<file path="config.mk">
export PLATFORM = sky130hd
export DESIGN_NAME = photocell_conditioner
export DESIGN_NICKNAME = d
export VERILOG_FILES = /design/src/rtl/photocell_conditioner.sv
export SDC_FILE = /design/constraint.sdc
export NUM_CORES = 1
export LEC_CHECK = 0
export CAP_MARGIN = 20
export CORE_ASPECT_RATIO = 1.75
export CORE_UTILIZATION = 36
export DETAILED_ROUTE_END_ITERATION = 12
export PLACE_DENSITY_LB_ADDON = 0.3
export SLEW_MARGIN = 15
export SYNTH_ARGS = -nofsm -noshare
export SYNTH_HDL_FRONTEND = slang
export SYNTH_SLANG_ARGS = --single-unit
</file>
<file path="constraint.sdc">
create_clock -name CLK -period 2.8 [get_ports CLK]
set_input_delay 0.42 -clock CLK [delete_from_list [all_inputs] [get_ports CLK]]
set_output_delay 0.42 -clock CLK [all_outputs]
set_load 0.1 [all_outputs]
</file>
<file path="src/rtl/photocell_conditioner.sv">
// Beam-break sensor front end: two-flop synchronizers, debouncers, a prioritised
// one-cycle event emitter (exit before entry) and per-channel stuck-beam flags.
module photocell_conditioner #(
    parameter int DEBOUNCE     = 4,
    parameter int STUCK_CYCLES = 1000
) (
    input  logic       CLK,
    input  logic       RESET,
    input  logic       BEAM_REAR,
    input  logic       BEAM_FRONT,
    output logic [1:0] PHOTOCELL,
    output logic [1:0] BEAM_STATE,
    output logic [1:0] STUCK
);
    localparam int DB_W = $clog2(DEBOUNCE + 1);
    localparam int ST_W = $clog2(STUCK_CYCLES + 1);
    localparam logic [DB_W-1:0] DB_LAST = DB_W'(DEBOUNCE - 1);
    localparam logic [ST_W-1:0] ST_MAX  = ST_W'(STUCK_CYCLES);

    function automatic logic [ST_W-1:0] sat_inc(input logic [ST_W-1:0] v);
        return (v == ST_MAX) ? v : v + 1'b1;
    endfunction

    logic [1:0] raw;
    logic [1:0] sync_p0;
    logic [1:0] sync_p1;
    logic [1:0] level;
    logic [1:0] level_next;
    logic [1:0] rise;
    logic [1:0] pending;
    logic [1:0] take;
    logic [1:0] stuck_hit;

    assign raw = {BEAM_FRONT, BEAM_REAR};

    // Stage: synchronizer, raw -> sync_p0 -> sync_p1
    always_ff @(posedge CLK or negedge RESET) begin
        if (!RESET) begin
            sync_p0 <= '0;
            sync_p1 <= '0;
        end else begin
            sync_p0 <= raw;
            sync_p1 <= sync_p0;
        end
    end

    for (genvar ch = 0; ch < 2; ch++) begin : g_chan
        logic [DB_W-1:0] db_cnt;
        logic [ST_W-1:0] st_cnt;
        logic            differ;
        logic            settle;

        // The level flips on the cycle the counter would reach DEBOUNCE.
        assign differ         = sync_p1[ch] != level[ch];
        assign settle         = differ && (db_cnt == DB_LAST);
        assign level_next[ch] = settle ? sync_p1[ch] : level[ch];
        assign rise[ch]       = settle && sync_p1[ch];
        assign stuck_hit[ch]  = level[ch] && (st_cnt == ST_MAX);

        // Stage: debounce and stuck counters
        always_ff @(posedge CLK or negedge RESET) begin
            if (!RESET) begin
                db_cnt <= '0;
                st_cnt <= '0;
            end else begin
                db_cnt <= (differ && !settle) ? db_cnt + 1'b1 : '0;
                st_cnt <= level[ch] ? sat_inc(st_cnt) : '0;
            end
        end
    end

    // Exit wins so a full queue can still take the entry that comes with it.
    always_comb begin
        take = 2'b00;
        if (pending[1]) begin
            take = 2'b10;
        end else if (pending[0]) begin
            take = 2'b01;
        end
    end

    // Stage: debounced level, pending events, registered event code
    always_ff @(posedge CLK or negedge RESET) begin
        if (!RESET) begin
            level     <= '0;
            pending   <= '0;
            PHOTOCELL <= '0;
        end else begin
            level     <= level_next;
            pending   <= (pending & ~take) | rise;
            PHOTOCELL <= take;
        end
    end

    assign BEAM_STATE = level;
    assign STUCK      = stuck_hit;
endmodule

</file>
Yosys cells after proc, flatten, opt, wreduce, memory -nomap -nowiden
Index checks and enable logic that the tools add are counted.
{"block": "op_classes", "n_addsub": 4, "eq_ne": 8, "muxes": 8, "n_bitwise": 3, "n_reduce_logical": 10}
{"cell": "$mux W10", "n": 4}
{"cell": "$add A10 B1 Y10 const B", "n": 2}
{"cell": "$eq A10 B10 Y1 const B", "n": 2}
{"cell": "$logic_and A1 B1 Y1", "n": 8}
{"cell": "$add A3 B1 Y3 const B", "n": 2}
{"cell": "$eq A3 B2 Y1 const B", "n": 2}
{"cell": "$mux W3", "n": 2}
{"cell": "$ne A2 B2 Y1 const B", "n": 2}
{"cell": "$and A2 B2 Y2", "n": 1}
{"cell": "$logic_not A1 Y1", "n": 2}
{"cell": "$mux W2", "n": 1}
{"cell": "$ne A1 B1 Y1", "n": 2}
{"cell": "$not A2 Y2", "n": 1}
{"cell": "$or A2 B2 Y2", "n": 1}
{"cell": "$mux W1", "n": 1}
{"block": "totals", "regBits": 36, "inputBits": 4, "out_inout_bits": 6, "word_cells": 43}

Longest topological paths before layout
Gate-level depths: netlist of the first run.
{"block": "depth", "ltp_word": 5, "mapped_depth": 5, "ltp_nobuf": 5}

Worst setup path after synthesis of the first run
Ideal clock, no wire load.
{"block": "synth_path", "kind": "flip-flop to output port", "start": "register level[1], in the netlist BEAM_STATE[1]", "end": "output port STUCK[1]", "arrival_time_ps": 2062, "t_required_ps": 2380, "slack_ps": 318, "path_stages_with_launch": 3, "n_path_buf": 1, "cell_sequence": "dfrtp_1 clkbuf_1 and2_1"}
{"block": "synth_between", "elab_chain_cells": 1}
{"item": "from (decl)", "line_no": "27", "text": "logic [1:0] level;"}
{"item": "from (signal assigned)", "line_no": "89", "text": "level <= level_next;"}
{"item": "$logic_and A1 B1 Y1", "line_no": "58", "text": "assign stuck_hit[ch] = level[ch] && (st_cnt == ST_MAX);"}
{"item": "to (decl)", "line_no": "13", "text": "output logic [1:0] STUCK"}
Every way passes these cells.

Worst setup path after layout of the first run
{"block": "layout_path", "start": "register g_chan[0].st_cnt[2]", "end": "output port STUCK[0]"}
{"block": "layout_between", "elab_chain_cells": 2}
{"item": "from (decl)", "line_no": "49", "text": "logic [ST_W-1:0] st_cnt;"}
{"item": "from (signal assigned)", "line_no": "67", "text": "st_cnt <= level[ch] ? sat_inc(st_cnt) : '0;"}
{"item": "$eq A10 B10 Y1", "line_no": "58"}
{"item": "$logic_and A1 B1 Y1", "line_no": "58"}
Every way passes these cells.

==> results of run 1 <==
layout by cell type (no fill, tap or decap), types with 2 or more instances in the layout:
cell type | netlist | routed
and2_1 | 2 | 2
clkdlybuf4s50_1 | 0 | 3
nand2b_1 | 2 | 2
inv_1 | 13 | 13
nor2_1 | 11 | 11
nand3b_1 | 3 | 3
dfrtp_1 | 36 | 36
or3_1 | 4 | 4
a21oi_1 | 8 | 8
clkbuf_8 | 0 | 5
nor3_1 | 2 | 2
ha_1 | 8 | 8
buf_4 | 0 | 6
mux2i_1 | 4 | 4
o21ai_0 | 8 | 8
xor2_1 | 6 | 6
or4_1 | 5 | 5
nand2_1 | 15 | 15
o31ai_1 | 4 | 4
nand3_1 | 8 | 8
nand4_1 | 2 | 2
kinds of logic after synthesis:
logic type / share of synthesized area
simple gates: 0.210
flops: 0.552
compound gates: 0.0782
buf+inv: 0.0368
fa+ha+maj: 0.0613
xor+xnor: 0.0375
mux: 0.0245
cell type report:
class                      instances  area (um^2)
clock buffer                       6         72.6
multi-input combinational        102          672
timing repair buffer              10         95.1
inverter                          14         52.6
fill                             426         2500
clock inverter                     1         5.00
sequential                        36          901
tap                               51         63.8
flip-flops by register name, summed over array words and instances, names as in the netlist:
signal and cells:
BEAM_STATE 2, pending 2, sync_p1 2, PHOTOCELL 2, g_chan.db_cnt 6, g_chan.st_cnt 20, sync_p0 2
power by group through the flow:
stage                     sequential (mW)  clock [mW]  combinational (mW)
after floorplan                     0.762           0               0.199
after global placement              0.688           0               0.355
after detailed placement            0.695           0               0.371
after CTS                           0.687       0.359               0.371
after global routing                0.698       0.383               0.411
final                               0.684       0.341               0.364
metrics by stage:
step	hold WS [ps]	worst slack [ps]
global route	370	373
floorplan	124	318
CTS	351	508
global placement	336	879
detailed placement	336	831
finish	353	523
per-layer routing:
| layer | vias to the layer above | part of all wire | track usage |
|---|---|---|---|
| li1 | 557 | - | - |
| met1 | 571 | 0.39 | 0.149 |
| met2 | 21 | 0.54 | 0.228 |
| met3 | 7 | 0.037 | 0.0436 |
| met4 | 0 | 0.026 | 0.0811 |
| met5 | - | 0 | 0 |
worst max-delay path by stage:
stage	to	slack, ps	cells after the start
after CTS	STUCK[1]	510	6
after detailed placement	STUCK[0]	830	4
final	STUCK[0]	520	4
after global placement	STUCK[1]	880	6
after floorplan	STUCK[1]	320	2
after global routing	STUCK[1]	370	6
==> impl_metrics.json, run 1 <==
{
  "antenna_cells": 0,
  "cts.sinks": 36,
  "yosysSeqAreaShare": 0.552,
  "path_class": "reg -> out",
  "globalRouteOverflowTotal": 0,
  "grt_pass1_wl_um": 4910,
  "power_switching_share": 0.371,
  "timing.fmax_ghz": 0.439,
  "synth-warning-count": 0,
  "synth_top_area_share": 0.552,
  "dp_cells": 213,
  "synth.most_common_cell": "dfrtp_1",
  "maxSlewHeadroom": 0.677,
  "max_stage_delay_ps": 490,
  "r2r_cells": 3,
  "wl_um": 2760,
  "p_switching_mw": 0.516,
  "worstHoldEndpoint": "sync_p1[1]",
  "clkPwrFrac": 0.245,
  "fin_util": 0.427,
  "r2r_start": "g_chan[0].st_cnt[2]",
  "grt_usage": 0.139,
  "synth_cells": 154,
  "die_w_um": 52.9,
  "post-route-min-period_ps": 2280,
  "vias_per_cell": 5.25,
  "cp_top_family": "simple AND/OR/NAND/NOR gates",
  "cts_setup_buffers": 0,
  "die_h_um": 91.1,
  "outcome": "complete, no violations",
  "synth_seq_cells": 36,
  "vias": 1156,
  "grt_max_degree": 37,
  "cts_tree": "done",
  "clockRootBuffer": "clkbuf_8",
  "cp_cell_sequence": "nand4b_1, nor4b_2, and2_1, buf_12",
  "synth_fp_nets": 166,
  "synth_cell_type_count": 30,
  "ant_nets": 0,
  "min-delay-start": "sync_p0[1]",
  "crit_required_ps": 2380,
  "fin_skew_ps": 8.65,
  "cp.arrival_ps": 1860,
  "dpl.hpwl_um": 1990,
  "synth_edf_count": 0,
  "crit_buf_inv": 1,
  "yosysTopAreaCell": "dfrtp_1",
  "hold_class": "reg -> reg",
  "start_kind": "flop",
  "cp_slowest_cell": "nor4b_2",
  "path_clk_slew_ps": 70,
  "io_pins": 10,
  "post_cts_resized": 0,
  "worst_hold_path.num_cells": 0,
  "p_leak_nw": 0.790,
  "wl_per_cell_um": 12.5,
  "syn2layout_area_growth_pct": 14.0,
  "dieArea_um2": 4820,
  "h-tree-depth": 2,
  "r2r-end": "g_chan[0].st_cnt[0]",
  "grt_pass1_vias": 1150,
  "power_mw": 1.39,
  "pwr-share-comb": 0.262,
  "worstMarginPinSlew_ps": 483,
  "clock_latency_ps": 290,
  "startpoint": "g_chan[0].st_cnt[2]",
  "initial_core_util": 0.374,
  "rsz0062_at_grt": "no",
  "synth_common_cells": "36 x dfrtp_1, 15 x nand2_1, 13 x inv_1",
  "layout-drive-gt1-share": 0.101,
  "end_kind": "primary output",
  "stdcell_count": 220,
  "ys.flop_type": "dfrtp_1",
  "ir_drop_v": 0.000581,
  "firstDrtPassIters": 4,
  "drc": 0,
  "portBuffers": 9,
  "rrSetupSlack_ps": 1320,
  "maxCapViolCount": 0,
  "core_area_um2": 4360,
  "period_share": 0.813,
  "p_int_mw": 0.874,
  "finalHoldViolations": 0,
  "tns_ps": 0,
  "gp_congestion": 0.752,
  "power_density_nw_per_um2": 746,
  "synth_area_leaders": "dfrtp_1 55%, ha_1 6.1%, nand2_1 3.4%",
  "hold_buffers": 0,
  "antenna_found_initial": 0,
  "setup_violations": 0,
  "num_rows": 32,
  "design_area_um2": 1860,
  "first_iter_violations": 23,
  "syn_area_per_cell_um2": 10.6,
  "cts_buffers": 5,
  "synthArstFlopShare": 1.00,
  "synth_area_um2": 1630,
  "pwr-share-seq": 0.493,
  "final_nets": 181,
  "dpl_cell_area_um2": 1780,
  "cp_max_fo": 6,
  "drv_slew": 0,
  "cts.path.max_buffers": 2
}
Power figures use the tool's default switching activity.
==> inputs of run 2 (changes only) <==
==> constraint.sdc (replaced) <==
create_clock -name CLK -period 2 [get_ports CLK]
set_input_delay 0.3 -clock CLK [delete_from_list [all_inputs] [get_ports CLK]]
set_output_delay 0.3 -clock CLK [all_outputs]
set_load 0.1 [all_outputs]
==> run 2 against run 1 <==
Compared with the run above:
- clock skew rose by 2.6 ps
- critical path depth did not move
- die area did not move
- global-route usage rose by 0.85 points
- clock-buffer cell count did not move
- register-to-register slack got worse by 730 ps
- sequential share of layout area fell by 1.1 points
- non-clock buffer count rose by 2
- utilization rose by 1.1 points
- worst setup slack got worse by 420 ps
- largest power group unchanged
==> impl_metrics.json, run 2 (synthesized netlist as in run 1, its figures left out) <==
{
  "die_h_um": 91.1,
  "largest_reg_flops": 20,
  "dieArea_um2": 4820,
  "outcome": "complete, no violations",
  "grt_pass1_vias": 1203,
  "grt_pass1_wl_um": 5110,
  "post_cts_resized": 0,
  "num_rows": 32,
  "cts_buffers": 5,
  "stdcell_count": 223,
  "gp_congestion": 0.713,
  "ant_nets": 0,
  "fin_skew_ps": 11.3,
  "setup_ws_ps": 104,
  "hold_buffers": 0,
  "setup_violations": 0,
  "period_share": 0.948,
  "end_kind": "primary output",
  "rsz0062_at_grt": "yes",
  "antenna_found_initial": 0,
  "fillCellCount": 423,
  "syn2layout_area_growth_pct": 17.1,
  "largest_register": "g_chan.st_cnt",
  "layout_common_cells": "33 x dfrtp_1, 15 x nand2_1, 12 x inv_1",
  "wl_um": 2930,
  "globalRouteOverflowTotal": 0,
  "wl_per_cell_um": 13.1,
  "cp_max_fo": 6,
  "crit_required_ps": 1700,
  "cp.arrival_ps": 1600,
  "ir_drop_v": 0.000578,
  "antenna_cells": 0,
  "cts.sinks": 36,
  "dpl.hpwl_um": 2170,
  "cts_setup_buffers": 0,
  "clockRootBuffer": "clkbuf_8",
  "io_pins": 10,
  "final_nets": 183,
  "die_w_um": 52.9,
  "portBuffers": 9,
  "grt_usage": 0.147,
  "tns_ps": 0,
  "power_density_nw_per_um2": 1050,
  "p_leak_nw": 0.811,
  "start_kind": "flop",
  "cts_tree": "done",
  "clock_latency_ps": 290,
  "timing.fmax_ghz": 0.527,
  "hold-worst-slack_ps": 352,
  "layout-drive-gt1-share": 0.157,
  "vias": 1197,
  "initial_core_util": 0.374,
  "dp_cells": 215,
  "layout_commonest_cell": "dfrtp_1",
  "path_clk_slew_ps": 80,
  "fin_util": 0.438,
  "finalHoldViolations": 0,
  "largestRegisters": "g_chan.st_cnt x20, g_chan.db_cnt x6",
  "cts.path.max_buffers": 2,
  "core_area_um2": 4360,
  "worstMarginPinSlew_ps": 447,
  "path_class": "reg -> out",
  "drc": 0,
  "post-place-ws_ps": 362,
  "maxSlewHeadroom": 0.702,
  "post-route-min-period_ps": 1900,
  "maxCapViolCount": 0,
  "grt_max_degree": 37,
  "drv_slew": 0,
  "first_iter_violations": 11,
  "firstDrtPassIters": 4,
  "vias_per_cell": 5.37,
  "h-tree-depth": 2,
  "hold_class": "reg -> reg"
}
-- run 2: cell types whose count changed in the layout (fill, tap and decap cells not counted) --
cell | previous run | this run
clkbuf_1 | 1 | 0
and2_4 | 0 | 1
clkinv_2 | 1 | 2
and2_2 | 0 | 1
inv_1 | 13 | 12
dfrtp_1 | 36 | 33
inv_2 | 0 | 1
dfrtp_2 | 0 | 3
buf_12 | 1 | 2
buf_4 | 6 | 7
clkbuf_8 | 5 | 6
and2_1 | 2 | 0
-- run 2: per-layer routing --
layer | GRT usage | part of all wire
met4 | 0.0789 | 0.028
met1 | 0.137 | 0.36
met2 | 0.270 | 0.57
met5 | 0 | 0
met3 | 0.0402 | 0.035
-- run 2: worst paths after layout --
path	startpoint	endpoint	slack [ps]	cells after the start
max in group asynchronous	RESET	BEAM_STATE[1]	1230	2
max	g_chan[0].st_cnt[2]	STUCK[0]	100	4
min reg2reg	sync_p0[1]	sync_p1[1]	350	0
max reg2reg	g_chan[1].st_cnt[0]	g_chan[1].st_cnt[6]	590	4
min	sync_p0[1]	sync_p1[1]	350	0
min in group asynchronous	RESET	PHOTOCELL[1]	420	2
-- run 2: layout make-up --
class | count | area (um^2) | share of cell area
inverters | 14 | 52.6 | 0.0275
multi-input cells | 102 | 676 | 0.353
flip-flops and latches | 36 | 905 | 0.473
clock buffers | 6 | 82.6 | 0.0432
repair buffers | 12 | 123 | 0.0641
well taps | 51 | 63.8 | 0.0334
clock inverters | 2 | 10.0 | 0.00524
-- run 2: stage by stage --
stage / total power, mW / instance area (um^2)
global placement: 1.47 / 1820
global route: 2.15 / 1910
finish: 2.01 / 1910
CTS: 2.04 / 1910
detailed placement: 1.51 / 1820
floorplan: 1.35 / 1640
-- run 2: critical path, cell delays in order, from the launching register on --
cell and delay [ps]:
dfrtp_2 450, nand4b_1 200, nor4b_2 270, and2_2 220, buf_12 170
-- run 2: where the power goes --
part           switching [mW]  internal [mW]
Clock                   0.255          0.275
Combinational           0.363          0.154
Sequential              0.125          0.839
==> inputs of run 3 (changes only) <==
--- a/config.mk
+++ b/config.mk
@@ -9,7 +9,7 @@
 export CORE_ASPECT_RATIO = 1.75
 export CORE_UTILIZATION = 36
 export DETAILED_ROUTE_END_ITERATION = 12
-export PLACE_DENSITY_LB_ADDON = 0.3
+export PLACE_DENSITY = 0.56
 export SLEW_MARGIN = 15
 export SYNTH_ARGS = -nofsm -noshare
 export SYNTH_HDL_FRONTEND = slang
==> constraint.sdc (replaced) <==
create_clock -name CLK -period 2 [get_ports CLK]
set_input_delay 0.5 -clock CLK [delete_from_list [all_inputs] [get_ports CLK]]
set_output_delay 0.5 -clock CLK [all_outputs]
set_load 0.1 [all_outputs]
==> run 3 against run 2 <==
Compared with the run above:
- the run now ends with setup timing left
- global-route usage up 0.28 points
- non-clock buffer count increased by 3
- hold slack worse by 1.7 ps
- sequential share of layout area shrank 2.1 points
- wire length up 2.2%
- power is 9.5% higher
- critical path type unchanged
==> impl_metrics.json, run 3 (synthesized netlist as in run 1, its figures left out) <==
{
  "outcome": "finished with violations",
  "violations": "setup timing",
  "fin_skew_ps": 9.89,
  "wl_met3_um": 89,
  "finalHoldViolations": 0,
  "crit_required_ps": 1500,
  "start_kind": "flop",
  "vias": 1175,
  "design_area_um2": 2000,
  "clock_latency_ps": 290,
  "drc": 0,
  "grt_usage": 0.150,
  "grt_max_degree": 37,
  "drv_slew": 0,
  "hold_buffers": 0,
  "syn2layout_area_growth_pct": 22.7,
  "min-delay-start": "sync_p0[1]",
  "period_share": 1.05,
  "p_leak_nw": 0.842,
  "maxCapViolCount": 0,
  "routed.top_layer": "met4",
  "grt_pass1_wl_um": 5290,
  "cts.sinks": 36,
  "seq_area_um2": 906,
  "ir_drop_v": 0.000687,
  "layout_commonest_cell": "dfrtp_1",
  "cp_max_fo": 5,
  "setup_violations": 2,
  "r2r_start": "g_chan[1].st_cnt[5]",
  "vias_per_cell": 5.20,
  "maxSlewHeadroom": 0.699,
  "path_clk_slew_ps": 70,
  "dpl.hpwl_um": 2150,
  "cts.path.max_buffers": 2,
  "cts_buffers": 5,
  "post-route-min-period_ps": 2110,
  "num_rows": 32,
  "largest_register": "g_chan.st_cnt",
  "power_density_nw_per_um2": 1100,
  "dpl_cell_area_um2": 1840,
  "hold-worst-slack_ps": 350,
  "layout-drive-gt1-share": 0.183,
  "wl_um": 2990,
  "clockRootBuffer": "clkbuf_8",
  "cp_slowest_cell": "dfrtp_1",
  "core_area_um2": 4360,
  "antenna_found_initial": 0,
  "timing.fmax_ghz": 0.475,
  "final_nets": 186,
  "met1Wirelength_um": 1200,
  "die_w_um": 52.9,
  "firstDrtPassIters": 4,
  "fillCellCount": 421,
  "cts_tree": "done",
  "hold_class": "reg -> reg",
  "ant_nets": 0,
  "routed-wl-met2_um": 1630,
  "max_stage_delay_ps": 440,
  "wl_per_cell_um": 13.2,
  "antenna_cells": 0,
  "die_h_um": 91.1,
  "dieArea_um2": 4820,
  "initial_core_util": 0.374,
  "io_pins": 10,
  "setup_ws_ps": -105,
  "layout_common_cells": "32 x dfrtp_1, 15 x nand2_1, 12 x inv_1",
  "multiInputGateArea_um2": 699,
  "end_kind": "primary output",
  "path_class": "reg -> out",
  "rsz0062_at_grt": "yes",
  "cp.arrival_ps": 1610,
  "grt_pass1_vias": 1247,
  "h-tree-depth": 2,
  "worstMarginPinSlew_ps": 452,
  "largestRegisters": "g_chan.st_cnt x20, g_chan.db_cnt x6",
  "first_iter_violations": 9,
  "cp_cell_sequence": "inv_2, ha_1, nand3b_1, nor4_4, and2_4, buf_12",
  "portBuffers": 9,
  "globalRouteOverflowTotal": 0,
  "startpoint": "g_chan[1].st_cnt[0]",
  "largest_reg_flops": 20,
  "gp_congestion": 0.738
}
[run 3: repair_timing]
item                       in CTS  in global routing
buffers inserted                2                  1
setup endpoints to repair       2                  2
pin swaps                       1                  0
gates resized for setup         3                  4
[run 3: per-stage QoR]
step,instances,setup slack (ps),util,setup TNS [ps],power [mW]
5_1_grt,226,-198,0.459,-281,2.33
4_1_cts,225,-165,0.455,-187,2.22
2_1_floorplan,154,-26.0,-,-26.0,1.35
3_3_place_gp,215,239,0.422,0,1.52
6_report,226,-105,0.459,-117,2.20
3_5_place_dp,215,161,0.422,0,1.56
[run 3: power by group]
part	internal, mW	total (mW)	switching (mW)
Clock	0.369	0.641	0.272
Combinational	0.216	0.595	0.378
Sequential	0.840	0.968	0.128
[run 3: layout make-up]
class / count / share of cell area
clock buffers: 5 / 0.0344
clock inverters: 3 / 0.0212
inverters: 14 / 0.0262
multi-input cells: 102 / 0.349
flip-flops and latches: 36 / 0.452
well taps: 51 / 0.0319
repair buffers: 15 / 0.0849
[run 3: worst max-delay path: cells and delay by family (launching register included)]
family | cells | cell delay [ps]
AND/OR/NAND/NOR | 3 | 480
flip-flops | 1 | 440
buffers and inverters | 2 | 240
adder cells (fa/ha/maj) | 1 | 140
[run 3: worst paths after layout]
path	end	slack [ps]	cells after the start
worst max-delay path	STUCK[1]	-110	6
worst min-delay path	sync_p1[1]	350	0
worst max register to register	g_chan[1].st_cnt[9]	560	3
worst min register to register	sync_p1[1]	350	0
max in group asynchronous	BEAM_STATE[1]	1020	2
min in group asynchronous	BEAM_STATE[0]	630	2
[run 3: routing by layer]
metal | track usage | vias up
met1 | 0.147 | 580
met2 | 0.266 | 20
li1 | - | 569
met5 | 0 | -
met4 | 0.0811 | 0
met3 | 0.0436 | 6
